**config.mk**
```make
export PLATFORM = sky130hd
export DESIGN_NAME = fixed_point_divider
export DESIGN_NICKNAME = d
export VERILOG_FILES = /design/src/rtl/fxp_pkg.sv /design/src/rtl/fixed_point_divider.sv
export SDC_FILE = /design/constraint.sdc
export NUM_CORES = 1
export LEC_CHECK = 0
export ABC_AREA = 1
export CORE_MARGIN = 2
export CORE_UTILIZATION = 40
export DETAILED_ROUTE_END_ITERATION = 7
export DONT_BUFFER_PORTS = 1
export GPL_ROUTABILITY_DRIVEN = 0
export SLEW_MARGIN = 40
export SYNTH_ARGS = -nofsm -noshare
export SYNTH_HDL_FRONTEND = slang
export SYNTH_SLANG_ARGS = --single-unit
```
**constraint.sdc**
```tcl
create_clock -name clk -period 3 [get_ports clk]
set_input_delay 0.6 -clock clk [delete_from_list [all_inputs] [get_ports clk]]
set_output_delay 0.6 -clock clk [all_outputs]
set_load 0.05 [all_outputs]
```
**src/rtl/fxp_pkg.sv**
```systemverilog
// Shared fixed-point constants, divider state encoding and helpers.
package fxp_pkg;

  localparam int Q_WIDTH = 16;
  localparam logic [15:0] Q_MAX = 16'h7FFF;
  localparam logic [15:0] Q_MIN = 16'h8000;
  localparam int DIV_ITER = 32;

  typedef enum logic [1:0] {
    IDLE = 2'd0,
    DIV  = 2'd1,
    FIX  = 2'd2
  } state_t;

  // 17 bits so that |-32768| = 32768 is representable.
  function automatic logic [16:0] abs17(input logic signed [15:0] a);
    logic [16:0] ext;
    ext = {a[15], a};
    return a[15] ? (17'd0 - ext) : ext;
  endfunction

endpackage

```
**src/rtl/fixed_point_divider.sv**
```systemverilog
// Signed 16-bit fixed-point divider, iterative restoring division with one
// quotient bit per clock and saturating result.
module fixed_point_divider
  import fxp_pkg::*;
#(
  parameter int EXP_WIDTH_A        = 5,
  parameter int EXP_WIDTH_B        = 5,
  parameter int EXP_WIDTH_QUOTIENT = 5
) (
  input  logic        clk,
  input  logic        reset,
  input  logic        enable,
  input  logic [15:0] A,
  input  logic [15:0] B,
  output logic [15:0] quotient,
  output logic        done,
  output logic        busy,
  output logic        div_by_zero
);

  localparam int K = EXP_WIDTH_QUOTIENT - EXP_WIDTH_A + EXP_WIDTH_B;

  generate
    if (K < 0 || K > 15) begin : g_bad_k
      $error("fixed_point_divider: derived shift K out of range 0..15");
    end
  endgenerate

  state_t      state_q;
  logic [4:0]  count_q;
  logic [31:0] dividend_q;
  logic [16:0] divisor_q;
  logic [16:0] rem_q;
  logic [31:0] mag_q;
  logic        sign_q, a_neg_q, a_zero_q, b_zero_q;
  logic [15:0] quotient_q;
  logic        done_q, busy_q, dbz_q;

  logic [17:0] rem_shift_d;
  logic [17:0] diff_d;
  logic        sub_d;
  logic [16:0] rem_d;

  // One restoring step: bring in the next dividend bit, subtract when it fits.
  always_comb begin
    rem_shift_d = {rem_q, dividend_q[31]};
    diff_d      = rem_shift_d - {1'b0, divisor_q};
    sub_d       = ~diff_d[17];
    rem_d       = sub_d ? diff_d[16:0] : rem_shift_d[16:0];
  end

  always_ff @(posedge clk) begin
    if (reset) begin
      state_q    <= IDLE;
      count_q    <= '0;
      dividend_q <= '0;
      divisor_q  <= '0;
      rem_q      <= '0;
      mag_q      <= '0;
      sign_q     <= 1'b0;
      a_neg_q    <= 1'b0;
      a_zero_q   <= 1'b0;
      b_zero_q   <= 1'b0;
      quotient_q <= '0;
      done_q     <= 1'b0;
      busy_q     <= 1'b0;
      dbz_q      <= 1'b0;
    end else begin
      case (state_q)
        IDLE: begin
          done_q <= 1'b0;
          busy_q <= enable;
          if (enable) begin
            sign_q     <= A[15] ^ B[15];
            a_neg_q    <= A[15];
            a_zero_q   <= (A == 16'd0);
            b_zero_q   <= (B == 16'd0);
            dividend_q <= {15'd0, abs17(A)} << K;
            divisor_q  <= abs17(B);
            rem_q      <= '0;
            mag_q      <= '0;
            count_q    <= '0;
            state_q    <= DIV;
          end
        end
        DIV: begin
          dividend_q <= {dividend_q[30:0], 1'b0};
          rem_q      <= rem_d;
          mag_q      <= {mag_q[30:0], sub_d};
          count_q    <= count_q + 5'd1;
          if (count_q == 5'(DIV_ITER - 1)) state_q <= FIX;
        end
        FIX: begin
          done_q  <= 1'b1;
          busy_q  <= 1'b1;
          state_q <= IDLE;
          if (b_zero_q) begin
            quotient_q <= a_zero_q ? 16'd0 : (a_neg_q ? Q_MIN : Q_MAX);
            dbz_q      <= 1'b1;
          end else begin
            dbz_q <= 1'b0;
            if (!sign_q && mag_q > {16'd0, Q_MAX})
              quotient_q <= Q_MAX;
            else if (sign_q && mag_q > {16'd0, Q_MIN})
              quotient_q <= Q_MIN;
            else
              quotient_q <= sign_q ? (16'd0 - mag_q[15:0]) : mag_q[15:0];
          end
        end
        default: state_q <= IDLE;
      endcase
    end
  end

  assign quotient    = quotient_q;
  assign done        = done_q;
  assign busy        = busy_q;
  assign div_by_zero = dbz_q;

endmodule

```
# Word level (Yosys, flattened, before mapping)

Index checks and enable logic that the tools add are counted.

Register bits after elaboration: 128
Bits of input ports: 35
Output and inout bits: 19
Word-level logic and storage cells: 62

$add $sub $neg: 5
$lt $le $gt $ge: 2
Eq/ne operators: 5
Mux-type cells: 23
Bitwise gates (word level): 2
Reduce and logical (&&, ||, !) cells: 11

Operators with widths:

| operator                                                                | number |
|---|---|
| 32-bit case mux with 2 select lines                                     | 2 |
| 16-bit two-way mux                                                      | 6 |
| 17-bit two-way mux                                                      | 4 |
| 32-bit two-way mux                                                      | 2 |
| 17-bit case mux with 2 select lines                                     | 1 |
| 1-bit by 16-bit subtractor with 17-bit output (first input constant)    | 2 |
| 32-bit by 15-bit > comparator with 1-bit output (second input constant) | 1 |
| 32-bit by 16-bit > comparator with 1-bit output (second input constant) | 1 |
| 16-bit logical NOT                                                      | 2 |
| 18-bit by 17-bit subtractor with 18-bit output                          | 1 |
| 1-bit by 16-bit subtractor with 16-bit output (first input constant)    | 1 |
| 5-bit case mux with 2 select lines                                      | 1 |
| 2-bit AND reduction                                                     | 3 |
| 5-bit by 1-bit adder with 5-bit output (second input constant)          | 1 |
| 5-bit == test (second input constant)                                   | 1 |
| 5-bit two-way mux                                                       | 1 |
| 2-bit two-way mux                                                       | 2 |
| 2-bit != test (second input constant)                                   | 2 |
| 1-bit case mux with 2 select lines                                      | 2 |
| 2-bit case mux with 2 select lines                                      | 1 |
| 2-bit nonzero test                                                      | 2 |
| 2-bit by 1-bit == test with 1-bit output (second input constant)        | 1 |
| 2-bit == test (second input constant)                                   | 1 |
| 1-bit logical AND                                                       | 2 |
| other kinds (5)                                                         | 5 |

# Logic depth before layout (Yosys ltp)

Gate-level depths: netlist (run 1).

Depth after elaboration: 5
Depth in mapped cells: 16
Depth with buffers taken out: 16

# Worst setup path before layout (run 1)

Ideal clock, no wire load.

Kind: input-to-reg
From: in A[1]
To: reg dividend_q[15]
Library setup time: 132 ps
Arrival: 1788 ps
Required time: 2868 ps
Slack: 1079 ps
Stages on the path: 10
Buffers on the path: 0
Cells stage by stage: inv_1 ha_1 inv_1 nor3_1 nand4_1 nand2_1 nand2_1 or2_2 nand3_1 a21oi_1

Word-level cells in the longest chain between the ends: 4

RTL lines:

| item                                          | RTL line                  | RTL |
|---|---|---|
| start, declared                               | fixed_point_divider.sv:13 | `input logic [15:0] A,` |
| 1-bit by 16-bit subtractor with 17-bit output | fxp_pkg.sv:19             | `return a[15] ? (17'd0 - ext) : ext;` |
| 17-bit two-way mux                            | fxp_pkg.sv:19             |  |
| 32-bit two-way mux                            | fixed_point_divider.sv:73 | `if (enable) begin` |
| 32-bit case mux with 2 select lines           | fixed_point_divider.sv:69 | `case (state_q)` |
| end signal, assigned                          | fixed_point_divider.sv:78 | `dividend_q <= {15'd0, abs17(A)} << K;` |
| end signal, assigned                          | fixed_point_divider.sv:87 | `dividend_q <= {dividend_q[30:0], 1'b0};` |
| end, declared                                 | fixed_point_divider.sv:31 | `logic [31:0] dividend_q;` |

Every way passes these cells. The select of a mux whose other input is x is not followed.
A chain may end at the register's enable or synchronous reset.

# Worst setup path after layout (run 1)

From: reg rem_q[7]
To: reg rem_q[15]

Word-level cells in the longest chain between the ends: 3

RTL lines:

| item                                           | RTL line                  | RTL |
|---|---|---|
| start, declared                                | fixed_point_divider.sv:33 | `logic [16:0] rem_q;` |
| start signal, assigned                         | fixed_point_divider.sv:88 | `rem_q <= rem_d;` |
| 18-bit by 17-bit subtractor with 18-bit output | fixed_point_divider.sv:47 | `diff_d = rem_shift_d - {1'b0, divisor_q};` |
| 17-bit two-way mux                             | fixed_point_divider.sv:49 | `rem_d = sub_d ? diff_d[16:0] : rem_shift_d[16:0];` |
| 17-bit case mux with 2 select lines            | fixed_point_divider.sv:69 |  |

Every way passes these cells.

==> results.toml, run 1 <==
[status]
status = "complete, no violations"

[power_and_ir_drop]
share_clk_of_total_power_pct = 27.7
power.density_nw_per_um2 = 923.8
internal-power_mw = 4.180
p_leak_nw = 3.335
power.share.switching_pct = 42.15
power_mw = 7.225
p_switching_mw = 3.046
comb_power_share_pct = 45.5
share_seq_of_total_power_pct = 26.7
ir_worst_vdd_v = 0.0005759

[clock_network]
clockRootBuffer = "clkbuf_16"
clock_latency_on_the_worst_skew_pair_ps = 420
ctsLongestPathBuffers = 2
number_of_cts_inserted_buffers = 17
cts_hold_buf = 0
cts-resized-gates = 0
clock_tree_from_tritoncts = "done"
postCtsSetupRepairBufs = 0
cts.reportedPaths.clkPinSlew_ps = 60
cts_max_level = 4
tritoncts_num_sinks = 123

[global_routing]
grt_max_degree = 102
antenna_found_initial = 0
groute.usage.overall_pct = 19.71
gr-total-overflow = 0
first_global_vias = 6000
grt_pass1_wl_um = 29550

[synth]
edff_count_synth = 0
synth-async-reset-ratio_pct = 0
synthCells = 1077
synthesis.nets = 1135
synth_area_leader_cell = "dfxtp_1"
ys_top_cells_by_area = "dfxtp_1, nand2_1, a21oi_1, inv_1, nand3_1"
yosys_register_bits = 123
mean_instance_size_in_the_synthesized_netlist_sq_um = 6.620
yosys_warnings = 0
ys.flop_type = "dfxtp_1"
cell_area_after_synthesis_sq_um = 7129
synth_unique_cells = 41
synth.top_cell.area_share_pct = 34.54
yosysSeqAreaShare_pct = 34.54

[timing]
tns_setup_ps = 0
tightest_slew_ps = 671.5
min_period_ps = 2255
finalSetupViolations = 0
unrepaired_setup_endpoints_after_global_routing = "false"
final_min_period_over_clock_period_pct = 75.17
hold_violations = 0
timing_max_transition_violations_final = 0
fmax_mhz = 443.4
worst_clock_skew_ps = 9.024
timing.max_slew.rel_slack_pct = 55.18

[floorplan]
core-area_sq_um = 17360
die_width_um = 137.5
die_area_sq_um = 18910
ios = 54
start_util_pct = 41.08
vertical_die_dimension_um = 137.5
rows = 48

[setup_path]
crit_path_cell_trace = "ha_1 -> nand2_2 -> inv_2 -> a21oi_2 -> nand3_2 -> nand2_2 -> nand3_2 -> nand2_4 -> nand2_1 -> nand2_1 -> a21oi_2"
cp_data_arrival_time_ps = 2570
critical_setup_path_kind = "flop to flop"
critical_path_required_ps = 3310
critical_path.n_buffers_inverters = 1
critical_path.startpoint_type = "flop"
critical-path-max-stage-delay_ps = 440
timing.critical_path.slowest_stage_cell = "dfxtp_1"
worst-path-max-fanout = 14
worst_path_dominant_cell_family = "simple AND/OR/NAND/NOR gates"
critPathCaptureType = "flop"

[placement]
post-dp-hpwl_um = 12340
placed_cells_incl_taps = 1262
io_buffers = 0

[routing]
drc = 0
first_iter_violations = 454
vias_per_cell = 5.037
antenna_violating_nets_post_route = 0
drtPass1Iterations = 5
vias = 6513
wl_um = 17490
drt-wirelength-per-cell_um = 13.53

[cells_and_area]
finalNetCount = 1114
final_layout_size_suffix_gt1_share_pct = 8.240
final_cells = 1293
post-route-util_pct = 45.06
syn2layout_area_growth_pct = 9.705
final_antenna_diode_count = 0

[run]
max_cap_violations = 0

[min_path]
min_path_type = "input pin to flop"
==> stage by stage <==
| step | cell area (sq um) | setup slack (ps) | hold WS, ps |
|---|---|---|---|
| after detailed placement | 7251 | 721.8 | 445.4 |
| after CTS | 7821 | 765.1 | 231.5 |
| final | 7821 | 744.9 | 246.2 |
| after global placement | 7251 | 716.3 | 438.5 |
| after global routing | 7821 | 515.2 | 231.2 |
| after floorplan | 7129 | 1079 | 430.3 |
==> synthesized netlist by cell type, types with 11 or more instances <==
cell type / instances
nand4_1: 11
dfxtp_1: 123
nand2_1: 321
buf_2: 15
clkbuf_1: 27
xor2_1: 23
nand2_2: 13
o21ai_0: 51
nor2_1: 73
inv_1: 116
a21oi_1: 111
a21oi_2: 12
ha_1: 22
nand3_1: 65
nand3_2: 13
==> sequential cells by signal, indices dropped and copies added (netlist names), 2 cells and up <==
signal / cells
rem_q: 17
state_q: 2
quotient: 16
divisor_q: 17
mag_q: 32
dividend_q: 27
count_q: 5
==> power by group through the flow <==
stage / Clock (mW) / Sequential [mW] / Combinational (mW)
2_1_floorplan: 0 / 1.90 / 2.83
3_3_place_gp: 0 / 1.96 / 3.30
3_5_place_dp: 0 / 1.96 / 3.29
4_1_cts: 2.05 / 1.93 / 3.30
5_1_grt: 2.12 / 1.95 / 3.78
6_report: 2.00 / 1.93 / 3.29
==> final cells by class <==
| cell class | count | area, sq um |
|---|---|---|
| Clock buffer | 24 | 481.7 |
| Fill cell | 1815 | 9535 |
| Sequential cell | 123 | 2462 |
| Clock inverter | 7 | 88.84 |
| Tap cell | 225 | 281.5 |
| Inverter | 121 | 454.2 |
| Timing Repair Buffer | 8 | 60.06 |
| Multi-Input combinational cell | 785 | 3993 |
==> kinds of logic (layout without fill, tap and decap cells) <==
group                    count (synthesis)  after routing  synth area share, %
flip-flops                             123            123                34.54
AND/OR/NAND/NOR                        527            527                32.17
XOR/XNOR                                30             30                3.685
adder cells (fa/ha/maj)                 23             23                4.142
buffers and inverters                  169            160                9.530
AO/OA/AOI/OAI                          205            205                15.94
==> routing by layer <==
layer	wire, um	share of wire [%]	global-route usage [%]
met2	7753	44	31.07
met4	261	1.5	6.644
met3	664	3.8	4.157
met1	8813	50	26.74
met5	0	0	0
==> worst register-to-register path, stage by stage (launching register included) <==
cell and delay (ps):
dfxtp_1 440, ha_1 330, nand2_2 160, inv_2 50
a21oi_2 170, nand3_2 120, nand2_2 100, nand3_2 240
nand2_4 320, nand2_1 90, nand2_1 90, a21oi_2 50
==> worst paths after layout <==
path	from	end	slack, ps	depth (start not counted)
min	reset	quotient[2]	250	1
min reg2reg	dividend_q[29]	dividend_q[29]	460	2
max reg2reg	rem_q[7]	rem_q[15]	740	11
max	rem_q[7]	rem_q[15]	740	11
==> cell usage in the layout, fill, tap and decap left out, types with 8 or more instances in the layout <==
master / count
nor2_1: 73
xor2_1: 23
o21ai_0: 51
a21oi_1: 111
a31oi_1: 10
nor3_1: 10
inv_1: 116
nand2_2: 13
a21oi_2: 12
nand2_1: 321
ha_1: 22
clkbuf_16: 17
nand4_1: 11
buf_4: 8
nand3_2: 13
nand3_1: 65
dfxtp_1: 123
Note: power is estimated with default switching activity, not from simulation.
==> run 2: changes to the inputs <==
==> constraint.sdc (replaced) <==
create_clock -name clk -period 2.1 [get_ports clk]
set_input_delay 0.42 -clock clk [delete_from_list [all_inputs] [get_ports clk]]
set_output_delay 0.42 -clock clk [all_outputs]
set_load 0.05 [all_outputs]
==> results.toml, run 2 (synthesized netlist as in run 1, its figures left out) <==
[placement]
dpl_worst_slack_ps = -17.61
post-dp-hpwl_um = 12630
io_buffers = 0

[setup_path]
setup.reg_to_reg.worst_slack_ps = 130
critical-path-max-stage-delay_ps = 330
critical_setup_path_kind = "flop to flop"
critical_path.startpoint_type = "flop"
worst_path_dominant_cell_family = "simple AND/OR/NAND/NOR gates"
cp_data_arrival_time_ps = 2330
critical_path_required_ps = 2460
critPathCaptureType = "flop"
reg2reg_depth = 12
crit_path_cell_trace = "inv_1 -> ha_1 -> nand2_1 -> nand2_1 -> a21oi_2 -> nand3_2 -> nand2_4 -> nand3_4 -> buf_6 -> nand3_1 -> nand3_2 -> a21oi_2"
terminus_of_the_critical_flop_to_flop_path = "rem_q[10]"
rr_startpoint = "divisor_q[8]"
worst-path-max-fanout = 11
critical_path.startpoint = "divisor_q[8]"
timing.critical_path.slowest_stage_cell = "dfxtp_1"
critical_path.n_buffers_inverters = 2

[cells_and_area]
finalNetCount = 1150
regs_by_ff_count = "mag_q x32, dividend_q x27"
post-route-util_pct = 48.10
syn2layout_area_growth_pct = 17.09
final_layout_size_suffix_gt1_share_pct = 13.39
most-common-layout-cells = "nand2_1, dfxtp_1, inv_1"
max_ffs_per_register = 32
final_antenna_diode_count = 0
largest_register = "mag_q"
final_common_cell = "nand2_1"

[timing]
hold_violations = 0
finalSetupViolations = 0
tightest_slew_ps = 583.0
final_min_period_over_clock_period_pct = 93.84
unrepaired_setup_endpoints_after_global_routing = "true"
timing_max_transition_violations_final = 0
fmax_mhz = 507.4
min_period_ps = 1971
fin_ws_ps = 129.4
worst_clock_skew_ps = 5.867
timing.max_slew.rel_slack_pct = 60.77

[clock_network]
clock_tree_from_tritoncts = "done"
number_of_cts_inserted_buffers = 17
cts.reportedPaths.clkPinSlew_ps = 60
tritoncts_num_sinks = 123
ctsLongestPathBuffers = 2
clock_latency_on_the_worst_skew_pair_ps = 430
clockRootBuffer = "clkbuf_16"
cts_max_level = 4
cts_hold_buf = 0

[global_routing]
grt_max_degree = 102
groute.usage.overall_pct = 19.89
grt_util_met3_pct = 4.930
gr-total-overflow = 0
antenna_found_initial = 0
grt_use_met1_pct = 26.54
grt-busiest-layer = "met2"
met2_usage_grt_pct = 31.04
first_global_vias = 6101
grt_pass1_wl_um = 29840

[routing]
vias_per_cell = 5.019
antenna_violating_nets_post_route = 0
drc = 0
first_iter_violations = 377
wl_um = 17960
drt-wirelength-per-cell_um = 13.50
drtPass1Iterations = 5
vias = 6675

[floorplan]
ios = 54
rows = 48
core-area_sq_um = 17360
start_util_pct = 41.08
die_area_sq_um = 18910
vertical_die_dimension_um = 137.5
die_width_um = 137.5

[status]
status = "complete, no violations"

[min_path]
whs_endpoint = "quotient[12]"
worst_hold_path.num_cells = 1
worstHoldStart = "reset"
min_path_type = "input pin to flop"

[run]
max_cap_violations = 0

[power_and_ir_drop]
p_leak_nw = 3.570
ir_worst_vdd_v = 0.0007954
power.density_nw_per_um2 = 1401
## run 2: cell count changes in the layout (fill, tap and decap cells not counted), sizes merged
cell      change
clkinvlp      +2
buf          +36
clkbuf        -3
bufinv        +2
## run 2: final cells by class
type / instances / area, sq um
Fill cell: 1765 / 9009
Multi-Input combinational cell: 785 / 4153
Sequential cell: 123 / 2466
Inverter: 121 / 454.2
Clock buffer: 21 / 450.4
Timing Repair Buffer: 44 / 375.4
Tap cell: 225 / 281.5
Clock inverter: 11 / 167.7
## run 2: layer usage
layer | part of all wire (%) | up-vias
met2 | 46 | 106
met3 | 4.4 | 25
met5 | 0 | -
li1 | - | 3528
met4 | 1.8 | 0
met1 | 48 | 3016
## run 2: worst reg2reg max path: stages, from the launching register on
cell	delay, ps
dfxtp_1	330
inv_1	50
ha_1	330
nand2_1	90
nand2_1	90
a21oi_2	160
nand3_2	140
nand2_4	130
nand3_4	110
buf_6	170
nand3_1	110
nand3_2	90
a21oi_2	110
## run 2: stage by stage
stage	area (sq um)	hold WS [ps]	power, mW	setup TNS (ps)	std cells
final	8348	61.55	11.70	0	1330
after global routing	8348	47.94	12.61	-41.08	1330
after CTS	8154	51.83	11.11	0	1327
after detailed placement	7536	447.2	7.975	-17.61	1295
after global placement	7536	439.1	7.952	-5.030	1295
after floorplan	7129	430.3	6.757	0	1077
## run 2: report_power, final
| part | leakage [nW] | switching [mW] | internal, mW |
|---|---|---|---|
| clock | 0.297 | 1.08 | 2.01 |
| sequential | 1.00 | 0.229 | 2.54 |
| combinational | 2.27 | 3.47 | 2.36 |
## run 2: worst max-delay path by stage
stage,to,slack [ps],cells past startpoint
after global placement,a_zero_q,-5,10
after CTS,rem_q[14],20,14
after detailed placement,a_zero_q,-20,10
after global routing,rem_q[14],-40,13
after floorplan,rem_q[16],230,13
final,rem_q[10],130,12
## run 2: repair_timing
action                                  4_1_cts  5_1_grt
buffers inserted                              0        3
hold endpoints to repair                      0        0
endpoints found under the setup margin        0       17
resized for setup                             0       31
==> run 3: changes to the inputs <==
--- a/config.mk
+++ b/config.mk
@@ -6,7 +6,7 @@
 export NUM_CORES = 1
 export LEC_CHECK = 0
 export ABC_AREA = 1
-export CORE_MARGIN = 2
+export CORE_MARGIN = 1
 export CORE_UTILIZATION = 40
 export DETAILED_ROUTE_END_ITERATION = 7
 export DONT_BUFFER_PORTS = 1
==> results.toml, run 3 (synthesized netlist as in run 1, its figures left out) <==
[timing]
worst_clock_skew_ps = 10.27
hold_violations = 0
min_period_ps = 1994
finalSetupViolations = 0
timing.max_slew.rel_slack_pct = 59.06
timing_max_transition_violations_final = 0
final_min_period_over_clock_period_pct = 94.95
fmax_mhz = 501.5
fin_ws_ps = 106.0
tightest_slew_ps = 614.0

[cells_and_area]
regs_by_ff_count = "mag_q x32, dividend_q x27"
largest_register = "mag_q"
most-common-layout-cells = "nand2_1, dfxtp_1, inv_1"
final_antenna_diode_count = 0
fillCellCount = 1730
syn2layout_area_growth_pct = 17.34
post-route-util_pct = 48.20
multiInputGateArea_sq_um = 4255
register_area_sq_um = 2470
final_layout_size_suffix_gt1_share_pct = 14.25
max_ffs_per_register = 32
final_common_cell = "nand2_1"
finalNetCount = 1140

[status]
status = "complete, no violations"

[routing]
met3RoutedLength_um = 652
wl_met2_um = 8398
drc = 0
first_iter_violations = 554
vias_per_cell = 5.052
m1WireLength_um = 8786
drtPass1Iterations = 4
drt-wirelength-per-cell_um = 13.82
antenna_violating_nets_post_route = 0
vias = 6668
wl_um = 18240
top_layer = "met4"

[floorplan]
start_util_pct = 41.08
ios = 54
die_width_um = 135.5
vertical_die_dimension_um = 135.5
rows = 48
die_area_sq_um = 18360
core-area_sq_um = 17360

[clock_network]
clock_latency_on_the_worst_skew_pair_ps = 420
tritoncts_num_sinks = 123
cts.reportedPaths.clkPinSlew_ps = 60
cts_hold_buf = 0
clockRootBuffer = "clkbuf_16"
cts_max_level = 4
ctsLongestPathBuffers = 2
number_of_cts_inserted_buffers = 17
clock_tree_from_tritoncts = "done"

[power_and_ir_drop]
p_switching_mw = 4.922
internal-power_mw = 6.794
comb_power_share_pct = 50.3
share_clk_of_total_power_pct = 25.9
share_seq_of_total_power_pct = 23.8
p_leak_nw = 3.523
power.density_nw_per_um2 = 1401
power.share.switching_pct = 42.01
ir_worst_vdd_v = 0.0006824

[setup_path]
critical_setup_path_kind = "flop to flop"
worst-path-max-fanout = 14
reg2reg_depth = 12
crit_path_cell_trace = "ha_4 -> nand2_1 -> nand2_1 -> a21oi_2 -> nand3_2 -> nand2_4 -> nand3_4 -> buf_12 -> nand2_8 -> nand2_1 -> nand3_1 -> a21oi_1"
critPathCaptureType = "flop"
timing.critical_path.slowest_stage_cell = "dfxtp_1"
crit_top_cell = "nand2_1"
critical-path-max-stage-delay_ps = 450
setup.reg_to_reg.worst_slack_ps = 110
critical_path.startpoint_type = "flop"
critical_path_required_ps = 2400
terminus_of_the_critical_flop_to_flop_path = "rem_q[0]"
worstSetupEndpoint = "rem_q[0]"
cp_data_arrival_time_ps = 2300
critical_path.startpoint = "rem_q[7]"
rr_startpoint = "rem_q[7]"

[global_routing]
grt_max_degree = 102
first_global_vias = 6193
gr-total-overflow = 0
grt_pass1_wl_um = 30260
antenna_found_initial = 0
groute.usage.overall_pct = 20.72

[placement]
post-dp-hpwl_um = 12400
dpl_worst_slack_ps = 49.72
io_buffers = 0

[run]
max_cap_violations = 0

[min_path]
min_path_type = "input pin to flop"
## run 3: cell types whose count changed in the layout (fill, tap and decap cells not counted), sizes merged
cell,previous run,this run
clkinvlp,2,3
clkbuf,21,20
buf,44,34
inv,121,124
clkinv,5,3
bufinv,4,3
## run 3: worst min path at each step
stage | start | end | slack (ps) | depth (start not counted)
after floorplan | divisor_q[16] | divisor_q[16] | 430 | 2
after global placement | divisor_q[16] | divisor_q[16] | 440 | 2
after detailed placement | divisor_q[16] | divisor_q[16] | 440 | 2
after CTS | reset | mag_q[4] | 50 | 1
after global routing | reset | rem_q[13] | 50 | 1
final | reset | quotient[2] | 70 | 1
## run 3: repair_timing
item | in CTS | in global routing
gates resized for setup | 0 | 51
endpoints found under the setup margin | 0 | 18
setup buffers | 0 | 3
## run 3: stage by stage
stage / cells / instance area, sq um / TNS [ps] / hold slack (ps) / total power [mW]
global placement: 1285 / 7448 / 0 / 441.8 / 7.873
floorplan: 1077 / 7129 / 0 / 430.3 / 6.757
finish: 1320 / 8366 / 0 / 65.46 / 11.72
CTS: 1317 / 8056 / 0 / 45.54 / 10.97
detailed placement: 1285 / 7448 / 0 / 443.6 / 7.879
global route: 1320 / 8366 / -23.57 / 50.24 / 12.58
## run 3: per-layer routing
layer / vias to the layer above / global-route usage (%)
met5: - / 0
li1: 3500 / -
met1: 3046 / 27.35
met4: 0 / 8.177
met2: 94 / 32.93
met3: 28 / 4.227
## run 3: power by group through the flow
stage | Clock (mW) | Sequential [mW] | Combinational, mW
finish | 3.04 | 2.78 | 5.89
global route | 3.20 | 2.81 | 6.57
CTS | 3.11 | 2.74 | 5.12
detailed placement | 0 | 2.78 | 5.09
global placement | 0 | 2.79 | 5.09
floorplan | 0 | 2.71 | 4.05
## run 3: cell type report
type / count / area share, %
clock inverters: 12 / 1.929
well taps: 225 / 3.365
clock buffers: 20 / 5.340
flip-flops and latches: 123 / 29.52
multi-input cells: 785 / 50.87
repair buffers: 34 / 3.545
inverters: 121 / 5.429
## run 3: critical path: cells and delay by family, from the launching register on
family,cells,cell delay (ps)
flops,1,450
simple gates,8,790
buf+inv,1,160
fa+ha+maj,1,260
compound gates,2,220
